<file path="config.mk">
export PLATFORM = sky130hd
export DESIGN_NAME = mem_burst_scheduler
export DESIGN_NICKNAME = d
export VERILOG_FILES = /design/src/rtl/mem_sched_pkg.sv /design/src/rtl/mem_sched_len_calc.sv /design/src/rtl/mem_burst_scheduler.sv
export SDC_FILE = /design/constraint.sdc
export NUM_CORES = 1
export LEC_CHECK = 0
export ABC_AREA = 0
export BUFFER_PORTS_ARGS = -buffer_cell sky130_fd_sc_hd__buf_2
export CAP_MARGIN = 5
export CORE_MARGIN = 1
export CORE_UTILIZATION = 30
export DETAILED_ROUTE_END_ITERATION = 8
export GPL_TIMING_DRIVEN = 0
export RECOVER_POWER = 25
export SLEW_MARGIN = 20
export SYNTH_ARGS = -nofsm -noshare
export SYNTH_HDL_FRONTEND = slang
export SYNTH_SLANG_ARGS = --single-unit
</file>
<file path="constraint.sdc">
create_clock -name clk -period 12.7 [get_ports clk]
set_input_delay 1.905 -clock clk [delete_from_list [all_inputs] [get_ports clk]]
set_output_delay 1.905 -clock clk [all_outputs]
set_load 0.1 [all_outputs]
</file>
<file path="src/rtl/mem_sched_pkg.sv">
// Shared encodings and slot helpers for the cellram burst scheduler.
package mem_sched_pkg;

  localparam logic [1:0] ST_IDLE  = 2'd0;
  localparam logic [1:0] ST_SCAN  = 2'd1;
  localparam logic [1:0] ST_GRANT = 2'd2;
  localparam logic [1:0] ST_BUSY  = 2'd3;

  localparam logic DIR_READING = 1'b0;
  localparam logic DIR_WRITING = 1'b1;

  // Slots 0..num_ports-1 are write slots, the rest are read slots.
  function automatic logic slot_is_write(input int unsigned slot, input int unsigned num_ports);
    return slot < num_ports;
  endfunction

  function automatic int unsigned slot_port(input int unsigned slot, input int unsigned num_ports);
    return (slot < num_ports) ? slot : slot - num_ports;
  endfunction

endpackage

</file>
<file path="src/rtl/mem_sched_len_calc.sv">
// Burst length and eligibility for one slot: unsigned 3-way min over mixed-width operands.
module mem_sched_len_calc #(
  parameter int LVL_WIDTH = 11,
  parameter int OCC_WIDTH = 23,
  parameter int MAX_BURST = 64
) (
  input  logic                 is_write,
  input  logic [LVL_WIDTH-1:0] level,
  input  logic [LVL_WIDTH-1:0] space,
  input  logic [OCC_WIDTH-1:0] occ,
  output logic                 eligible,
  output logic [LVL_WIDTH-1:0] len
);

  localparam int CW = (LVL_WIDTH > OCC_WIDTH) ? LVL_WIDTH : OCC_WIDTH;
  localparam logic [OCC_WIDTH-1:0] CAP = {1'b1, {(OCC_WIDTH-1){1'b0}}};

  logic [OCC_WIDTH-1:0] room;
  logic [CW-1:0]        a, b, c, m;

  // Writes are bounded by FIFO level and free ring space, reads by occupancy and FIFO space.
  always_comb begin
    room = CAP - occ;
    a    = is_write ? CW'(level) : CW'(space);
    b    = is_write ? CW'(room)  : CW'(occ);
    c    = CW'(MAX_BURST);
    m    = (a < b) ? a : b;
    m    = (m < c) ? m : c;
    len      = LVL_WIDTH'(m);
    eligible = (a != '0) && (b != '0);
  end

endmodule

</file>
<file path="src/rtl/mem_burst_scheduler.sv">
// Round-robin burst scheduler: picks the next FIFO port and length for the cellram engine.
module mem_burst_scheduler
  import mem_sched_pkg::*;
#(
  parameter int NUM_PORTS   = 4,
  parameter int LVL_WIDTH   = 11,
  parameter int MAX_BURST   = 64,
  parameter int REGION_LOG2 = 22,
  localparam int PORT_W     = $clog2(NUM_PORTS),
  localparam int OCC_W      = REGION_LOG2 + 1
) (
  input  logic                           clk,
  input  logic                           reset,
  input  logic                           enable,
  input  logic [NUM_PORTS*LVL_WIDTH-1:0] write_levels,
  input  logic [NUM_PORTS*LVL_WIDTH-1:0] read_spaces,
  output logic                           grant_valid,
  input  logic                           grant_ready,
  output logic                           grant_dir,
  output logic [PORT_W-1:0]              grant_port,
  output logic [REGION_LOG2+PORT_W-1:0]  grant_addr,
  output logic [LVL_WIDTH-1:0]           grant_len,
  input  logic                           burst_done,
  output logic                           busy,
  output logic [NUM_PORTS*OCC_W-1:0]     occupancies,
  output logic                           protocol_err
);

  localparam int SLOTS  = 2 * NUM_PORTS;
  localparam int SLOT_W = $clog2(SLOTS);

  logic [1:0]             state;
  logic [SLOT_W-1:0]      slot;
  logic [REGION_LOG2-1:0] head [NUM_PORTS];
  logic [REGION_LOG2-1:0] tail [NUM_PORTS];
  logic [OCC_W-1:0]       occ  [NUM_PORTS];

  logic                          cur_write;
  logic [PORT_W-1:0]             cur_port;
  logic [LVL_WIDTH-1:0]          cur_level;
  logic [LVL_WIDTH-1:0]          cur_space;
  logic [OCC_W-1:0]              cur_occ;
  logic [REGION_LOG2+PORT_W-1:0] cur_addr;
  logic                          cur_eligible;
  logic [LVL_WIDTH-1:0]          cur_len;

  function automatic logic [SLOT_W-1:0] next_slot(input logic [SLOT_W-1:0] s);
    return (s == SLOT_W'(SLOTS - 1)) ? '0 : s + 1'b1;
  endfunction

  // NOTE: every signal written here gets a value on every path, so no latch is inferred.
  always_comb begin
    cur_write = slot_is_write(32'(slot), NUM_PORTS);
    cur_port  = PORT_W'(slot_port(32'(slot), NUM_PORTS));
    cur_level = write_levels[cur_port*LVL_WIDTH +: LVL_WIDTH];
    cur_space = read_spaces[cur_port*LVL_WIDTH +: LVL_WIDTH];
    cur_occ   = occ[cur_port];
    cur_addr  = {cur_port, cur_write ? head[cur_port] : tail[cur_port]};
  end

  mem_sched_len_calc #(
    .LVL_WIDTH (LVL_WIDTH),
    .OCC_WIDTH (OCC_W),
    .MAX_BURST (MAX_BURST)
  ) u_len_calc (
    .is_write (cur_write),
    .level    (cur_level),
    .space    (cur_space),
    .occ      (cur_occ),
    .eligible (cur_eligible),
    .len      (cur_len)
  );

  // NOTE: sequential state uses non-blocking assignments so all registers update together at the edge.
  always_ff @(posedge clk or negedge reset) begin
    if (!reset) begin
      state        <= ST_IDLE;
      slot         <= '0;
      grant_dir    <= DIR_READING;
      grant_port   <= '0;
      grant_addr   <= '0;
      grant_len    <= '0;
      protocol_err <= 1'b0;
      // NOTE: the pointer/occupancy arrays are small register files, so they take the async reset too.
      for (int p = 0; p < NUM_PORTS; p++) begin
        head[p] <= '0;
        tail[p] <= '0;
        occ[p]  <= '0;
      end
    end else begin
      if (burst_done && (state != ST_BUSY))
        protocol_err <= 1'b1;

      case (state)
        ST_IDLE: if (enable) state <= ST_SCAN;

        ST_SCAN: begin
          if (!enable) begin
            state <= ST_IDLE;
          end else if (cur_eligible) begin
            grant_dir  <= cur_write ? DIR_WRITING : DIR_READING;
            grant_port <= cur_port;
            grant_addr <= cur_addr;
            grant_len  <= cur_len;
            state      <= ST_GRANT;
          end else begin
            slot <= next_slot(slot);
          end
        end

        ST_GRANT: if (grant_ready) state <= ST_BUSY;

        ST_BUSY: begin
          if (burst_done) begin
            // Pointers wrap naturally at the region size; the length rules keep occ within 0..CAP.
            if (grant_dir == DIR_WRITING) begin
              head[grant_port] <= head[grant_port] + REGION_LOG2'(grant_len);
              occ[grant_port]  <= occ[grant_port] + OCC_W'(grant_len);
            end else begin
              tail[grant_port] <= tail[grant_port] + REGION_LOG2'(grant_len);
              occ[grant_port]  <= occ[grant_port] - OCC_W'(grant_len);
            end
            slot  <= next_slot(slot);
            state <= enable ? ST_SCAN : ST_IDLE;
          end
        end

        default: state <= ST_IDLE;
      endcase
    end
  end

  always_comb begin
    grant_valid = (state == ST_GRANT);
    busy        = (state == ST_GRANT) || (state == ST_BUSY);
    occupancies = '0;
    for (int p = 0; p < NUM_PORTS; p++)
      occupancies[p*OCC_W +: OCC_W] = occ[p];
  end

endmodule
</file>
### Yosys cells after proc, flatten, opt, wreduce, memory -nomap -nowiden

Cells that the tools add are included.

| word-level totals | value |
|---|---|
| register bits | 312 |
| latch bits | 0 |
| bits in writable memories | 0 |
| memory bits (read-only) | 0 |
| output and inout port bits | 133 |
| logic and storage cells | 109 |
| memories | 0 |

| cells by class | value |
|---|---|
| $add $sub $neg | 7 |
| multiply operators | 1 |
| divide/modulo/power cells | 0 |
| $lt $le $gt $ge | 6 |
| equality and inequality tests | 11 |
| shift-type cells | 2 |
| mux-type cells | 46 |
| bitwise operators | 3 |
| reduce and logical (&&, ||, !) cells | 14 |

Operators by type and width:

| kind | number |
|---|---|
| $mux W22 | 10 |
| $bwmux W92 | 2 |
| $bmux W22 S2 | 4 |
| $bwmux W88 | 2 |
| $mux W23 | 7 |
| $bmux W23 S2 | 2 |
| $mux W92 | 1 |
| $shiftx A44 B7 Y11 | 2 |
| $demux W23 S2 | 1 |
| $reduce_bool A23 Y1 | 2 |
| $add A22 B11 Y22 | 2 |
| $demux W22 S2 | 1 |
| $add A23 B11 Y23 | 1 |
| $lt A23 B23 Y1 | 1 |
| $lt A23 B7 Y1 const B | 1 |
| $sub A23 B11 Y23 | 1 |
| $sub A23 B23 Y23 const A | 1 |
| $mux W11 | 2 |
| $mux W2 | 6 |
| $mux W3 | 4 |
| $ne A2 B2 Y1 const B | 5 |
| $reduce_and A3 Y1 | 3 |
| $pmux W2 S4 | 1 |
| $reduce_and A4 Y1 | 2 |
| other kinds (20) | 26 |

### Logic depth before layout (Yosys ltp)

Gate-level depths: netlist of run 1.

| depth | value |
|---|---|
| depth after elaboration | 13 |
| gate-level depth with buffers | 21 |
| mapped depth without buffers | 16 |

### By module

From an unflattened synthesis of run 1, not the netlist that was laid out.

| unflattened totals | value |
|---|---|
| cells, all modules | 1759 |
| area, all modules | 19037.0 sq um |

By module, submodules not included:

| module | times used | cells each | area each (sq um) | sequential area each (sq um) |
|---|---|---|---|---|
| mem_burst_scheduler | 1 | 1588 | 17825.8 | 7757.4 |
| mem_sched_len_calc | 1 | 171 | 1211.2 | 0.0 |

### Worst setup path before layout of run 1

Ideal clock, no wire load.

| timing path | value |
|---|---|
| path type | register -> register |
| from | reg grant_port[0] |
| to | reg head[12] (netlist name) |
| setup time | 0.125 ns |
| arrival | 6.273 ns |
| data required time | 12.575 ns |
| path slack | 6.302 ns |
| cell stages (with the launch flop) | 22 |
| buffers on the path | 6 |
| cell sequence | dfrtp_1 buf_2 buf_2 buf_2 buf_2 buf_1 buf_1 mux4_2 ha_1 inv_1 fa_1 nor2b_1 o21ai_0 a21boi_0 o21ai_0 a21oi_1 o21ai_0 a21oi_1 o31ai_1 a21boi_0 xor2_1 mux2_2 |

| on the way | value |
|---|---|
| longest elaborated chain between the ends | 6 |
| elaborated cells on any way between the ends | 11 |

Ends and longest elaborated chain:

| what | line | source |
|---|---|---|
| start, declared | mem_burst_scheduler.sv:20 | `output logic [PORT_W-1:0] grant_port,` |
| start signal, assigned | mem_burst_scheduler.sv:102 | `grant_port <= cur_port;` |
| $not A2 Y3 (not written as such) (*) | mem_burst_scheduler.sv:117 | `head[grant_port] <= head[grant_port] + REGION_LOG2'(grant_len);` |
| $bmux W22 S2 (tied with other cells) | mem_burst_scheduler.sv:117 |  |
| $mux W22 (not written as such) / $logic_and A1 B1 Y1 (equally long branches) | mem_burst_scheduler.sv:117 |  |
| $mux W22 (not written as such) | mem_burst_scheduler.sv:117 |  |
| $add A22 B11 Y22 / $demux W22 S2 (equally long branches) | mem_burst_scheduler.sv:117 |  |
| $bwmux W88 (*) | mem_burst_scheduler.sv:117 |  |
| end signal, assigned by index | mem_burst_scheduler.sv:117 |  |
| end, declared | mem_burst_scheduler.sv:34 | `logic [REGION_LOG2-1:0] head [NUM_PORTS];` |

Mark *: on every way between the ends. The rest lies on a longest branch, timed or not. The select of a mux whose other input is x is not followed.
A chain may end at the register's enable or synchronous reset.

### Final worst setup path of run 1

| timing path | value |
|---|---|
| from | reg grant_port[1] |
| to | reg tail[34] (netlist name) |

| on the way | value |
|---|---|
| longest elaborated chain between the ends | 6 |
| elaborated cells on any way between the ends | 11 |

Ends and longest elaborated chain:

| what | line | source |
|---|---|---|
| $not A2 Y3 (not written as such) (*) | mem_burst_scheduler.sv:120 | `tail[grant_port] <= tail[grant_port] + REGION_LOG2'(grant_len);` |
| $bmux W22 S2 (tied with other cells) | mem_burst_scheduler.sv:120 |  |
| $mux W22 (not written as such) / $logic_and A1 B1 Y1 (equally long branches) | mem_burst_scheduler.sv:120 |  |
| $mux W22 (not written as such) | mem_burst_scheduler.sv:120 |  |
| $add A22 B11 Y22 / $demux W22 S2 (equally long branches) | mem_burst_scheduler.sv:120 |  |
| $bwmux W88 (*) | mem_burst_scheduler.sv:120 |  |
| end signal, assigned by index | mem_burst_scheduler.sv:120 |  |
| end, declared | mem_burst_scheduler.sv:35 | `logic [REGION_LOG2-1:0] tail [NUM_PORTS];` |

Marked as above.

==> results of run 1 <==
==> routing by layer <==
layer  up-vias  global-route usage [%]  part of all wire, %
met1      7665                    24.2                   39
li1       6609                       -                    -
met2       673                    34.2                   50
met4         2                    9.11                  4.1
met3       138                    3.81                  7.3
met5         -                       0                0.012
==> cell usage in the layout (no fill, tap or decap), types with 8 or more instances in the layout <==
cell       Yosys  final
and3_1        12     12
inv_1         55     55
nand2_1      300    300
mux2_4        18     18
a21oi_1       40     40
mux2i_1       18     18
nor2b_1       14     14
clkbuf_8       0      8
nor2_1        58     58
a211oi_1       8      8
a31oi_1       10     10
mux2_2       145    145
mux4_2       155    155
dfrtp_1      310    310
buf_1         12     11
clkbuf_1      59     67
o21ai_0      153    153
a21o_1        11     11
or3_1         10     10
o21bai_1       8      8
nand3_1       22     22
buf_2         18    241
nor3_1        20     20
xnor2_1       49     49
ha_1          56     56
xor2_1        19     19
clkbuf_16      0     37
==> report_power, final <==
part	switching, mW	total [mW]	internal (mW)
Clock	0.428	1.07	0.640
Sequential	0.215	1.39	1.17
Combinational	2.47	3.64	1.17
==> flip-flops by register name (all words and copies together), names as in the netlist, named ones only <==
signal	cells
tail	88
protocol_err	1
occupancies	92
grant_dir	1
head	88
grant_len	11
slot	3
grant_addr	22
grant_port	2
state	1
==> final timing paths <==
path / startpoint / to / slack, ns / cells past startpoint
min reg2reg: protocol_err$_DFFE_PN0P_ / protocol_err$_DFFE_PN0P_ / 0.47 / 1
max: grant_port[1]$_DFFE_PN0P_ / tail[34]$_DFFE_PN0P_ / 4.44 / 21
max in group asynchronous: reset / occupancies[14]$_DFFE_PN0P_ / 5.15 / 2
max reg2reg: grant_port[1]$_DFFE_PN0P_ / tail[34]$_DFFE_PN0P_ / 4.44 / 21
min in group asynchronous: reset / grant_addr[5]$_DFFE_PN0P_ / 2.04 / 1
min: protocol_err$_DFFE_PN0P_ / protocol_err$_DFFE_PN0P_ / 0.47 / 1
==> worst register-to-register path: cells and delay by family, from the launching register on <==
kind	cells	cell delay [ns]
fa+ha+maj	2	0.44
buf+inv	7	4.10
compound gates	8	2.12
mux	2	0.71
xor+xnor	1	0.22
simple gates	1	0.08
flops	1	0.46
==> cell type report <==
type	instances	area [um^2]	share of cell area [%]
Tap cell	837	1050	4.67
Clock buffer	49	1050	4.69
Antenna cell	3	7.51	0.0335
Buffer	96	422	1.88
Multi-Input combinational cell	1208	10600	47.3
Clock inverter	12	145	0.648
Sequential cell	310	7760	34.6
Timing Repair Buffer	229	1170	5.20
Inverter	55	206	0.921
==> cells by family (layout without fill, tap and decap cells) <==
family                   after synthesis  after routing  share of synthesized area [%]
adder cells (fa/ha/maj)               60             60                           4.12
multiplexers                         336            336                           29.4
buffers and inverters                151            441                           3.30
other                                  0              3                              0
AO/OA/AOI/OAI                        269            269                           8.14
AND/OR/NAND/NOR                      475            475                           11.0
flip-flops                           310            310                           40.9
XOR/XNOR                              68             68                           3.14
==> metrics by stage <==
stage	util (%)	area (um^2)	hold WS [ns]	setup slack (ns)
finish	36.1	22400	0.473	4.44
global route	36.1	22400	0.503	4.00
CTS	36.2	22500	0.468	4.51
detailed placement	34.3	21300	0.455	4.53
global placement	34.1	21100	0.445	3.92
floorplan	-	19000	0.457	6.30
==> impl_metrics.yaml, run 1 <==
run_status:
  status: "finished, violations left"
  violations: "capacitance limit, slew limit"
clock_network:
  cts-root-buf: "clkbuf_16"
  cts_hold_buf: 0
  insertion_delay_ns: 0.53
  clkSlewWorstSetupHoldPaths_ns: 0.06
  cts_resized: 0
  h-tree-depth: 2
  cts_tree: "yes"
  cts_setup_buffers: 0
  clock-sinks: 310
  clock_path_buffers: 3
  cts_made_buffers: 36
synthesis:
  synth.distinct_cells: 60
  synth-main-ff-cell: "dfrtp_1"
  ys_async_sr_fraction_pct: 100
  synth_nets: 1822
  synthMostInstantiatedCell: "dfrtp_1"
  synth_warnings: 0
  synth-seq-cells: 310
  synthCells: 1669
  synth.area.top_cells: "dfrtp_1 41%, mux4_2 18%, mux2_2 8.6%"
  synth_top_cell_by_area: "dfrtp_1"
  netlist.area_leader.share_pct: 40.9
  synth_edf_count: 0
  netlist_area_mm2: 0.0190
  ys_seq_area_share_pct: 40.9
  synthTopCellsByCount: "310 x dfrtp_1, 300 x nand2_1, 155 x mux4_2, 153 x o21ai_0, 145 x mux2_2"
  synth_area_per_cell_um2: 11.4
final_layout:
  area_growth_pct: 18.1
  fillers: 6078
  layout-drive-gt1-share_pct: 32.6
  nets: 2089
  fin_cells: 2799
grt:
  grt_usage_pct: 20.0
  grt_antenna_before_repair: 5
  grt_overflow_total: 0
  grt_max_degree: 104
  first_global_vias: 15400
  grt_pass1_wl_um: 96400
detailed_routing:
  final_antenna_net_count: 0
  drtIter0Drc: 1149
  via_count: 15100
  dr.pass1.iters: 5
  totalWireLength_um: 64100
  drc: 0
  routed_via_density: 5.39
  routedWlPerCell_um: 22.9
timing:
  fmax_mhz: 121
  tns_ns: 0
  skew_ns: 0.0184
  final.period_utilization_pct: 65.1
  slew_violations: 212
  slew_headroom_pct: -219
  tightest_slew_ns: 4.78
  rsz0062_at_grt: "false"
  period_needed_ns: 8.26
  setup_viol: 0
  timing.final.hold_violations: 0
power:
  p_leak_nw: 10.3
  finalPower_mw: 6.10
  p_per_area_mw_per_mm2: 272
  ir_drop_v: 0.000135
critical_path:
  cp.buffers_inverters: 7
  end_kind: "flop"
  cp_top_family: "buffers and inverters"
  worstPathArrival_ns: 8.67
  cp_max_fo: 10
  cpMostUsedCell: "clkbuf_1"
  start_kind: "flop"
  path_cells: "clkbuf_1 -> clkbuf_1 -> buf_1 -> clkbuf_1 -> clkbuf_1 -> clkbuf_1 -> mux4_2 -> ha_1 -> inv_1 -> fa_1 -> nor2b_1 -> o21ai_0 -> a21boi_0 -> o21ai_0 -> a21oi_1 -> o21ai_0 -> a21oi_1 -> o31ai_1 -> a21boi_0 -> xor2_1 -> mux2_2"
  worstPathRequired_ns: 13.11
  slowest_stage: "o31ai_1"
  critical_path_class: "reg -> reg"
  max_stage_delay_ns: 0.77
die:
  dieArea_mm2: 0.0643
  die_w_um: 253
  start_util_pct: 30.6
  core-area_mm2: 0.0621
  rows: 91
  die_height_um: 253
  io_pins: 226
placed_design:
  dp.cells: 2735
  dp_hpwl_um: 48200
  portBuffers: 225
  place_congestion: 0.897
hold_path:
  holdCritPathClass: "reg -> reg"
job:
  cap_violations: 3
No activity file was read; power rests on OpenSTA's default activity.
==> run 2: changes to the inputs <==
- clock period: 12.7 -> 8.3 ns (I/O delays scaled with it)
==> run 2 against run 1 <==
- clock skew is 0.0016 ns higher
- global-route usage stayed put
- flip-flop and latch count stayed put
- non-clock buffer count is 1 lower
- the flow still finishes with violations (capacitance limit, slew limit)
- critical endpoint unchanged
- die area stayed put
- via count is 0.28% lower
- register-to-register slack worse by 4.0 ns
- sequential power is 54% higher
- final cell count hardly changed
- largest cell class unchanged
==> impl_metrics.yaml, run 2 (synthesis results as in run 1) <==
run_status:
  status: "finished, violations left"
  violations: "capacitance limit, slew limit"
final_layout:
  layout_commonest_cell: "dfrtp_1"
  layout-drive-gt1-share_pct: 32.8
  nets: 2088
  layout_common_cells: "310 x dfrtp_1, 300 x nand2_1, 241 x buf_2"
  final_area_mm2: 0.0224
  fin_cells: 2798
  largest_reg_flops: 92
  area_growth_pct: 18.2
  fillers: 6072
placed_design:
  dp.cells: 2735
  place_congestion: 0.897
  dp_hpwl_um: 48200
  portBuffers: 225
  post_dp_cell_area_mm2: 0.0213
timing:
  timing.final.hold_violations: 0
  slew_violations: 212
  fmax_mhz: 127
  skew_ns: 0.0200
  setup_viol: 0
  tightest_slew_ns: 4.69
  period_needed_ns: 7.86
  slew_headroom_pct: -213
  rsz0062_at_grt: "false"
  final.period_utilization_pct: 94.7
detailed_routing:
  routedWlPerCell_um: 22.9
  via_count: 15000
  routed_via_density: 5.38
  final_antenna_net_count: 0
  dr.pass1.iters: 6
  drc: 0
  totalWireLength_um: 64200
  drtIter0Drc: 1174
critical_path:
  timing.rr.end: "tail[34]$_DFFE_PN0P_"
  max_stage_delay_ns: 0.86
  cpMostUsedCell: "o21ai_0"
  worstPathRequired_ns: 8.71
  slowest_stage: "dfrtp_1"
  end_kind: "flop"
  critical_path_class: "reg -> reg"
  crit_start: "grant_port[1]$_DFFE_PN0P_"
  endpoint: "tail[34]$_DFFE_PN0P_"
  cp.buffers_inverters: 6
  reg2regPathDepth: 20
  rrSetupSlack_ns: 0.44
  r2r-start: "grant_port[1]$_DFFE_PN0P_"
  cp_top_family: "buffers and inverters"
  start_kind: "flop"
  crit_cells: 20
  worstPathArrival_ns: 8.27
  cp_max_fo: 12
  path_cells: "clkbuf_2 -> clkdlybuf4s15_1 -> clkbuf_1 -> clkbuf_1 -> clkdlybuf4s15_1 -> mux4_2 -> ha_1 -> inv_1 -> fa_1 -> nor2b_1 -> o21ai_0 -> a21boi_0 -> o21ai_0 -> a21oi_1 -> o21ai_0 -> a21oi_1 -> o31ai_1 -> a21boi_0 -> xor2_1 -> mux2_2"
clock_network:
  h-tree-depth: 2
  cts-root-buf: "clkbuf_16"
  clock_path_buffers: 3
  insertion_delay_ns: 0.54
  cts_hold_buf: 0
  cts_made_buffers: 36
  clkSlewWorstSetupHoldPaths_ns: 0.06
  clock-sinks: 310
  cts_tree: "yes"
grt:
  grt_pass1_wl_um: 96400
  grt_max_degree: 104
  grt_usage_pct: 20.0
  grt_antenna_before_repair: 5
  first_global_vias: 15400
  grt_overflow_total: 0
power:
  ir_drop_v: 0.000208
  p_per_area_mw_per_mm2: 416
  p_leak_nw: 10.3
die:
  start_util_pct: 30.6
  io_pins: 226
  core-area_mm2: 0.0621
  die_height_um: 253
  rows: 91
  dieArea_mm2: 0.0643
  die_w_um: 253
hold_path:
  holdCritPathClass: "reg -> reg"
job:
  cap_violations: 3
[run 2: cell types whose count changed in the layout (fill, tap and decap cells not counted)]
cell / delta
clkdlybuf4s15_1: +2
clkbuf_1: -3
buf_1: -3
clkbuf_2: +3
[run 2: final cells by class]
cell class | count | area [um^2] | share of cell area (%)
Inverter | 55 | 206 | 0.921
Multi-Input combinational cell | 1208 | 10600 | 47.3
Antenna cell | 3 | 7.51 | 0.0335
Buffer | 95 | 434 | 1.94
Tap cell | 837 | 1050 | 4.67
Clock buffer | 49 | 1050 | 4.69
Clock inverter | 12 | 145 | 0.647
Sequential cell | 310 | 7760 | 34.6
Timing Repair Buffer | 229 | 1170 | 5.20
[run 2: worst min path at each step]
stage | from | end | slack (ns) | cells past startpoint
5_1_grt | protocol_err$_DFFE_PN0P_ | protocol_err$_DFFE_PN0P_ | 0.50 | 1
6_report | protocol_err$_DFFE_PN0P_ | protocol_err$_DFFE_PN0P_ | 0.48 | 1
4_1_cts | protocol_err$_DFFE_PN0P_ | protocol_err$_DFFE_PN0P_ | 0.47 | 1
2_1_floorplan | tail[25]$_DFFE_PN0P_ | tail[25]$_DFFE_PN0P_ | 0.46 | 2
3_3_place_gp | protocol_err$_DFFE_PN0P_ | protocol_err$_DFFE_PN0P_ | 0.44 | 1
3_5_place_dp | protocol_err$_DFFE_PN0P_ | protocol_err$_DFFE_PN0P_ | 0.45 | 1
[run 2: per-layer routing]
layer	GRT usage, %	vias up	routed length (um)	part of all wire [%]
met1	24.2	7626	24800	39
met4	9.11	2	2660	4.1
met2	34.2	669	31900	50
met5	0	-	8	0.012
met3	3.81	135	4830	7.5
li1	-	6613	-	-
[run 2: report_power, final]
group | internal [mW] | switching, mW | total [mW]
sequential | 1.80 | 0.340 | 2.14
combinational | 1.79 | 3.76 | 5.56
clock | 0.979 | 0.656 | 1.64
[run 2: timing repair]
item                                   4_1_cts  5_1_grt
setup endpoints to repair                    0       57
buffers inserted                             0        0
endpoints found under the hold margin        0        0
gates resized for setup                      0        9
[run 2: worst reg2reg max path, cell delays in order, from the launching register on]
cell	delay, ns
dfrtp_1	0.86
clkbuf_2	0.49
clkdlybuf4s15_1	0.70
clkbuf_1	0.59
clkbuf_1	0.67
clkdlybuf4s15_1	0.74
mux4_2	0.42
ha_1	0.23
inv_1	0.08
fa_1	0.22
nor2b_1	0.08
o21ai_0	0.20
a21boi_0	0.15
o21ai_0	0.23
a21oi_1	0.12
o21ai_0	0.26
a21oi_1	0.15
o31ai_1	0.79
a21boi_0	0.25
xor2_1	0.22
mux2_2	0.29
[run 2: stage by stage]
stage / util (%) / worst slack, ns / hold WS (ns) / TNS [ns] / total power, mW
final: 36.1 / 0.437 / 0.481 / 0 / 9.33
after global routing: 36.1 / 0.0793 / 0.503 / 0 / 9.80
after CTS: 36.2 / 0.107 / 0.468 / 0 / 9.35
after detailed placement: 34.3 / 0.128 / 0.455 / 0 / 7.70
after global placement: 34.1 / -0.450 / 0.445 / -8.27 / 7.59
after floorplan: - / 1.90 / 0.457 / 0 / 6.24
==> run 3: changes to the inputs <==
- CORE_UTILIZATION: 30 -> 35
==> run 3 against run 2 <==
- the flow still finishes with violations (capacitance limit, slew limit)
- clock-buffer cell count rose by 7
- total power shrank 0.72%
- global-route usage increased by 2.2 points
- final cell count down 5.1%
- non-clock buffer count is 1 higher
- worst setup slack got worse by 0.095 ns
- critical path type unchanged
==> impl_metrics.yaml, run 3 (synthesis results as in run 1) <==
critical_path:
  r2r-start: "grant_port[1]$_DFFE_PN0P_"
  crit_start: "grant_port[1]$_DFFE_PN0P_"
  path_cells: "clkbuf_1 -> clkbuf_2 -> clkdlybuf4s15_1 -> clkbuf_1 -> clkdlybuf4s15_1 -> clkbuf_1 -> mux4_2 -> ha_1 -> nor2b_1 -> o21ai_0 -> a21boi_0 -> o21ai_0 -> a21oi_1 -> o21ai_0 -> a21oi_1 -> o31ai_1 -> a21boi_0 -> xor2_1 -> mux2_2"
  timing.rr.end: "tail[78]$_DFFE_PN0P_"
  cp_max_fo: 10
  max_stage_delay_ns: 0.76
  slowest_stage: "clkdlybuf4s15_1"
  worstPathArrival_ns: 8.37
  reg2regPathDepth: 19
  worstPathRequired_ns: 8.71
  end_kind: "flop"
  crit_cells: 19
  endpoint: "tail[78]$_DFFE_PN0P_"
  start_kind: "flop"
  critical_path_class: "reg -> reg"
  cp_top_family: "buffers and inverters"
  cp.buffers_inverters: 6
  rrSetupSlack_ns: 0.34
grt:
  grt_overflow_total: 0
  grt_use_met2_pct: 38.7
  use_met3_pct: 3.50
  use_met1_pct: 27.6
  first_global_vias: 15000
  grt_pass1_wl_um: 93100
  grt_antenna_before_repair: 4
  grt_usage_pct: 22.2
  grt_most_used_layer: "met2"
  grt_max_degree: 96
timing:
  setup_viol: 0
  period_needed_ns: 7.96
  slew_headroom_pct: -169
  skew_ns: 0.0251
  final.period_utilization_pct: 95.9
  rsz0062_at_grt: "false"
  timing.final.hold_violations: 0
  fmax_mhz: 126
  tns_ns: 0
  slew_violations: 169
  tightest_slew_ns: 4.03
die:
  io_pins: 226
  start_util_pct: 35.7
  rows: 84
  die_height_um: 235
  die_w_um: 235
  dieArea_mm2: 0.0551
  core-area_mm2: 0.0531
detailed_routing:
  routed_via_density: 5.58
  drtIter0Drc: 901
  drc: 0
  via_count: 14800
  dr.pass1.iters: 5
  routedWlPerCell_um: 23.2
  totalWireLength_um: 61500
  final_antenna_net_count: 0
clock_network:
  cts_resized: 0
  cts-root-buf: "clkbuf_16"
  clock-sinks: 310
  cts_made_buffers: 36
  clkSlewWorstSetupHoldPaths_ns: 0.06
  insertion_delay_ns: 0.54
  cts_hold_buf: 0
  h-tree-depth: 2
  cts_tree: "yes"
  clock_path_buffers: 3
  cts_setup_buffers: 0
power:
  ir_drop_v: 0.000192
  p_per_area_mw_per_mm2: 416
  combinationalPowerShare_pct: 59.7
  p_seq_share_pct: 22.9
  power_frac_clock_pct: 17.3
  switchingPower_mw: 4.71
  internal_power_mw: 4.55
  p_leak_nw: 10.3
  finalPower_mw: 9.26
  p_sw_share_pct: 50.8
placed_design:
  dp.cells: 2586
  portBuffers: 225
  dp_hpwl_um: 46200
  place_congestion: 0.904
run_status:
  status: "finished, violations left"
  violations: "capacitance limit, slew limit"
hold_path:
  holdCritPathClass: "reg -> reg"
final_layout:
  multiInputGateArea_mm2: 0.0106
  largest_reg_flops: 92
  area_growth_pct: 17.3
  layout-drive-gt1-share_pct: 32.8
  fin_cells: 2655
  regArea_mm2: 0.00776
  fillers: 5024
  nets: 2089
  layout_common_cells: "310 x dfrtp_1, 300 x nand2_1, 241 x buf_2"
  layout_commonest_cell: "dfrtp_1"
job:
  cap_violations: 2
==> run 3: cell types whose count changed in the layout (fill, tap and decap cells not counted) <==
cell / delta
clkbuf_1: +4
clkinv_4: -1
clkbuf_2: +3
buf_16: +1
clkinv_2: -1
bufinv_16: -1
inv_6: +1
==> run 3: final cells by class <==
| cell class | count | area share, % |
|---|---|---|
| Inverter | 55 | 0.928 |
| Buffer | 96 | 1.98 |
| Clock buffer | 56 | 4.84 |
| Clock inverter | 10 | 0.495 |
| Tap cell | 688 | 3.87 |
| Sequential cell | 310 | 34.9 |
| Antenna cell | 3 | 0.0337 |
| Timing Repair Buffer | 229 | 5.35 |
| Multi-Input combinational cell | 1208 | 47.6 |
==> run 3: per-layer routing <==
layer,share of wire [%],routed length [um],vias to the layer above
li1,-,-,6609
met1,40,24700,7514
met2,50,31100,588
met3,6.1,3780,103
met4,3.2,1980,0
met5,0,0,-
==> run 3: how the worst min path moves through the flow <==
stage                             start                        to  slack [ns]  cells past startpoint
3_3_place_gp   protocol_err$_DFFE_PN0P_  protocol_err$_DFFE_PN0P_        0.44                      1
2_1_floorplan      tail[25]$_DFFE_PN0P_      tail[25]$_DFFE_PN0P_        0.46                      2
5_1_grt        protocol_err$_DFFE_PN0P_  protocol_err$_DFFE_PN0P_        0.49                      1
3_5_place_dp   protocol_err$_DFFE_PN0P_  protocol_err$_DFFE_PN0P_        0.44                      1
6_report       protocol_err$_DFFE_PN0P_  protocol_err$_DFFE_PN0P_        0.45                      1
4_1_cts        protocol_err$_DFFE_PN0P_  protocol_err$_DFFE_PN0P_        0.45                      1
==> run 3: power by group through the flow <==
stage / clock network (mW) / logic, mW / registers [mW]
after CTS: 1.64 / 5.54 / 2.11
after global placement: 0 / 5.42 / 2.12
after detailed placement: 0 / 5.52 / 2.14
after global routing: 1.69 / 5.87 / 2.16
after floorplan: 0 / 2.94 / 3.30
final: 1.61 / 5.53 / 2.12
==> run 3: metrics by stage <==
stage	hold WS [ns]	instance area [um^2]	util [%]	worst slack, ns
finish	0.450	22300	41.9	0.342
CTS	0.453	22300	41.9	0.00388
floorplan	0.457	19000	-	1.90
global route	0.494	22300	41.9	0.0593
global placement	0.439	21000	39.5	-0.344
detailed placement	0.439	21100	39.7	0.00987
==> run 3: worst reg2reg max path, stage by stage, from the launching register on <==
cell	delay, ns
dfrtp_1	0.36
clkbuf_1	0.59
clkbuf_2	0.51
clkdlybuf4s15_1	0.74
clkbuf_1	0.64
clkdlybuf4s15_1	0.76
clkbuf_1	0.66
mux4_2	0.43
ha_1	0.33
nor2b_1	0.16
o21ai_0	0.24
a21boi_0	0.16
o21ai_0	0.24
a21oi_1	0.12
o21ai_0	0.26
a21oi_1	0.15
o31ai_1	0.72
a21boi_0	0.25
xor2_1	0.23
mux2_2	0.29
